[src/rtl/serializer_10b_if.sv]
// serializer_10b_if: word intake handshake and serial line outputs of serializer_10b.
interface serializer_10b_if;
    logic [9:0] data_in;
    logic       valid_in;
    logic       ready_out;
    logic       tx_out;
    logic       tx_valid;
    logic       word_start;
    modport master (output data_in, valid_in, input ready_out, tx_out, tx_valid, word_start);
    modport slave (input data_in, valid_in, output ready_out, tx_out, tx_valid, word_start);
endinterface

[src/rtl/serializer_10b.sv]
// serializer_10b: 10-bit LSB-first serializer with ready/valid word intake and registered line outputs.
// Define SERIALIZER_COMMA_IDLE_EN to fill idle time with alternating-disparity K28.5 commas instead of zeros.
module serializer_10b (
    input  logic            clk,
    input  logic            rst_n,
    input  logic            enb,
    serializer_10b_if.slave bus
);
    typedef enum logic {IDLE, SHIFT} state_t;
    state_t     state_q;
    logic [3:0] cnt_q;
    logic [8:0] sh_q;
    logic       tx_q;
    logic       tx_valid_q;
    logic       word_start_q;
    logic       idle_rdy;
    logic       accept;
`ifdef SERIALIZER_COMMA_IDLE_EN
    logic       rd_q;
    logic [9:0] comma;
    assign comma    = rd_q ? 10'h283 : 10'h17C;
    assign idle_rdy = cnt_q == 4'd9;
`else
    assign idle_rdy = 1'b1;
`endif
    assign bus.ready_out  = enb & (state_q == SHIFT ? cnt_q == 4'd9 : idle_rdy);
    assign accept         = bus.ready_out & bus.valid_in;
    assign bus.tx_out     = tx_q;
    assign bus.tx_valid   = tx_valid_q;
    assign bus.word_start = word_start_q;
    always_ff @(posedge clk) begin
        if (!rst_n) begin
            state_q      <= IDLE;
            cnt_q        <= 4'd9;
            sh_q         <= '0;
            tx_q         <= 1'b0;
            tx_valid_q   <= 1'b0;
            word_start_q <= 1'b0;
`ifdef SERIALIZER_COMMA_IDLE_EN
            rd_q         <= 1'b0;
`endif
        end else if (enb) begin
            if (accept) begin
                state_q      <= SHIFT;
                cnt_q        <= 4'd0;
                sh_q         <= bus.data_in[9:1];
                tx_q         <= bus.data_in[0];
                tx_valid_q   <= 1'b1;
                word_start_q <= 1'b1;
            end else if (cnt_q != 4'd9) begin
                cnt_q        <= cnt_q + 4'd1;
                sh_q         <= {1'b0, sh_q[8:1]};
                tx_q         <= sh_q[0];
                word_start_q <= 1'b0;
            end else begin
                state_q      <= IDLE;
                tx_valid_q   <= 1'b0;
                word_start_q <= 1'b0;
`ifdef SERIALIZER_COMMA_IDLE_EN
                // Disparity flips as each comma is committed; a reset mid-comma restores RD- anyway.
                cnt_q        <= 4'd0;
                sh_q         <= comma[9:1];
                tx_q         <= comma[0];
                rd_q         <= ~rd_q;
`else
                tx_q         <= 1'b0;
`endif
            end
        end
    end
endmodule

[src/flat_wrapper.sv]
// flat-port wrapper written by rule: the top's interface ports become plain ports
module serializer_10b_flat 
  (clk, rst_n, enb, bus_data_in, bus_valid_in, bus_ready_out, bus_tx_out, bus_tx_valid, bus_word_start);
  serializer_10b_if bus_i ();
  input  logic clk;
  input  logic rst_n;
  input  logic enb;
  input wire logic [$bits(bus_i.data_in)-1:0] bus_data_in;
  input wire logic [$bits(bus_i.valid_in)-1:0] bus_valid_in;
  output wire logic [$bits(bus_i.ready_out)-1:0] bus_ready_out;
  output wire logic [$bits(bus_i.tx_out)-1:0] bus_tx_out;
  output wire logic [$bits(bus_i.tx_valid)-1:0] bus_tx_valid;
  output wire logic [$bits(bus_i.word_start)-1:0] bus_word_start;
  assign bus_i.data_in = bus_data_in;
  assign bus_i.valid_in = bus_valid_in;
  assign bus_ready_out = bus_i.ready_out;
  assign bus_tx_out = bus_i.tx_out;
  assign bus_tx_valid = bus_i.tx_valid;
  assign bus_word_start = bus_i.word_start;
  serializer_10b u_core (.clk(clk), .rst_n(rst_n), .enb(enb), .bus(bus_i));
endmodule
[config.mk]
export PLATFORM = sky130hd
export DESIGN_NAME = serializer_10b_flat
export DESIGN_NICKNAME = d
export VERILOG_FILES = /design/src/rtl/serializer_10b_if.sv /design/src/rtl/serializer_10b.sv /design/src/flat_wrapper.sv
export SDC_FILE = /design/constraint.sdc
export NUM_CORES = 1
export LEC_CHECK = 0
export CAP_MARGIN = 20
export CELL_PAD_IN_SITES_DETAIL_PLACEMENT = 1
export CELL_PAD_IN_SITES_GLOBAL_PLACEMENT = 2
export CORE_AREA = 2 2 59 61
export DETAILED_ROUTE_END_ITERATION = 10
export DIE_AREA = 0 0 61 63
export PLACE_DENSITY_LB_ADDON = 0.1
export SLEW_MARGIN = 0
export SYNTH_ARGS = -nofsm -noshare
export SYNTH_HDL_FRONTEND = slang
export SYNTH_SLANG_ARGS = --single-unit
export TNS_END_PERCENT = 10
[constraint.sdc]
create_clock -name clk -period 1.7 [get_ports clk]
set_clock_uncertainty 0.15 [all_clocks]
set_input_delay 0.17 -clock clk [delete_from_list [all_inputs] [get_ports clk]]
set_output_delay 0.17 -clock clk [all_outputs]
set_load 0.02 [all_outputs]
==> summary.txt <==
outcome - complete, no violations
TritonCTS clock tree - done
Crit. End Element - flip-flop
GRT Residual Overflow - 0
# diodes - 0
Simple-Gate Fraction of Synth Area - 0.2075
Detailed Routing Iterations Pass 1 - 4
Finished Layout Cells - 168
Mapped Area - 838.3 um^2
FF-to-FF setup slack - 100 ps
initial antenna violation count - 0
DRT iter0 DRCs - 28
met2 Use GR - 0.2258
Detail Route Antenna Nets - 0
die outline area - 3843 um^2
Reg-to-Reg Start - u_core.cnt_q[1]
Post-synth top flop - dfxtp_1
GRT Max-Usage Layer - met2
pwr dens - 737.0 nW/um^2
layout cell share with drive strength beyond 1 - 0.2623
Critical Path Start - u_core.cnt_q[1]
routed len/inst - 14.48 um
core area - 3232 um^2
RSZ-0062 raised after global routing - false
Worst Path Required - 1740 ps
Clock Tree Root - clkbuf_4
DR vias - 812
worst relative slew slack - 0.7664
io pins - 18
register area share after synthesis - 0.3821
Slew Limit Fails - 0
Startpoint Class - flip-flop
area leader, netlist - dfxtp_1
Pwr Total - 913.9 uW
post-synthesis mux area share - 0
# rows - 21
CTS sink count - 16
worst slew pin tran - 345.7 ps
GR Layer Usage met3 - 0.02692
Layout Nets - 139
Die Wd - 61 um
largest family of logic cells by synthesized area - compound AO/OA/AOI/OAI gates
Via-to-Cell Ratio - 4.833
Post-Synth Adder-Cell Area - 0.02985
RR Endpoint - u_core.sh_q[4]
clk buf depth - 2
crit path DAT - 1640 ps
Post-Place Cells - 164
R2R depth - 7
first-pass GRT wire length - 4.140 mm
Detailed Place HPWL - 1.868 mm
Pleak - 0.5104 nW
complex-gate fraction of the synthesized area - 0.3284
Hold Crit Depth - 2
Fmax - 624.7 MHz
final-report setup violation count - 0
Reg clk slew, reported paths - 100 ps
top cells by area, synth - dfxtp_1, a221o_1, a21boi_0, and2_1, a21oi_1
Mapped Nets - 104
final hold viol count - 0
Die Height - 63 um
largest net degree at the start of global routing - 11
CTS Buf Count - 3
GRT Total Usage - 0.1456
fin crit period - 1601 ps
number of global-route vias before repair - 858
Placer Congestion - 0.7537
Initial Util - 0.2594
VDD IR-drop max - 264.8 uV
Max Cap Violations - 0
H-tree levels - 1
top cell type's share of synthesized area - 0.3821
synth warn - 0
count leader, synth - dfxtp_1
Syn Inst Count - 88
Crit Path Category - reg2reg
DRC - 0
#FFs+latches synth - 16
Hold Crit Start - u_core.bus.word_start
hold endpoint - u_core.bus.word_start
worst-path fanout max - 9
Tightest Hold Check Type - reg2reg
Final period util - 0.9416
met1 usage - 0.1952
ys async rst share - 0
EDFF count, synth - 0
Synth Area in XOR/XNOR - 0
synth cell count leaders - dfxtp_1, a21boi_0, a221o_1, and2_1
Mapped Avg Cell Area - 9.526 um^2
area delta synth->final - 47.91%
Post-Route WL - 2.432 mm
Worst-Skew Late Latency - 290 ps
Port Buffers - 17
post-synth cell types - 28
## power breakdown
part | switching (mW) | leakage [nW] | internal, mW | total, mW
clock | 0.131 | 0.0210 | 0.131 | 0.262
sequential | 0.0134 | 0.132 | 0.399 | 0.412
combinational | 0.111 | 0.358 | 0.129 | 0.240
## sequential cells by signal, summed over array words and instances (netlist names)
register and flops:
u_core.sh_q 9, u_core.cnt_q 4, u_core.bus.tx_out 1, u_core.bus.word_start 1, u_core.state_q 1
## worst max path at each step
stage	depth (start not counted)	end	slack, ps
2_1_floorplan	6	u_core.sh_q[4]	130
3_3_place_gp	4	bus_ready_out	-130
3_5_place_dp	4	bus_ready_out	-130
4_1_cts	1	bus_tx_valid	10
5_1_grt	7	u_core.sh_q[4]	20
6_report	7	u_core.sh_q[4]	100
## logic make-up (layout without fill, tap and decap cells)
kind of cell / count (synthesis) / in the layout
AO/OA/AOI/OAI: 35 / 35
flip-flops: 16 / 16
adder cells (fa/ha/maj): 2 / 2
AND/OR/NAND/NOR: 26 / 26
buffers and inverters: 9 / 43
## layout by cell type (no fill, tap or decap), types with 3 or more instances in the layout
master and n:
o21ai_0 4, dfxtp_2 3, clkdlybuf4s50_1 15, clkbuf_4 3, nand2_1 6, dfxtp_1 13, a221o_1 8, a21boi_0 7
and2_1 8, a21oi_1 6, buf_4 18, inv_1 3
## stage by stage
step                      instance area [um^2]  utilization  hold slack (ps)  setup WS, ps  setup TNS [ps]
after floorplan                          838.3            -            152.9         126.9               0
after global placement                    1176       0.3639            290.6        -127.5          -963.2
after detailed placement                  1176       0.3639            300.9        -131.8           -1187
after CTS                                 1216       0.3763            315.2         14.24               0
after global routing                      1240       0.3837            317.4         15.44               0
final                                     1240       0.3837            308.9         99.21               0
## routing by layer
metal,wire length [um],share of wire
met5,0,0
met4,48,0.020
met3,88,0.036
met2,1127,0.46
met1,1168,0.48
## cell type report
| class | count | area, um^2 |
|---|---|---|
| flip-flops and latches | 16 | 324.1 |
| clock buffers | 4 | 36.28 |
| multi-input cells | 63 | 496.7 |
| fillers | 400 | 1992 |
| well taps | 46 | 57.56 |
| repair buffers | 36 | 314.1 |
| inverters | 3 | 11.26 |
## critical path: stages (launching register included)
cell and delay [ps]:
dfxtp_2 340, inv_1 50, ha_4 170, nand3b_4 70, buf_4 130, a211oi_4 50, buf_4 170, a221o_1 350
## repair_timing
action,in CTS,in global routing
buffers inserted,0,0
hold buffers,0,0
resized for setup,8,7
gates cloned,0,0
endpoints found under the setup margin,10,14
pin swaps,0,0
No activity file was read; power rests on OpenSTA's default activity.
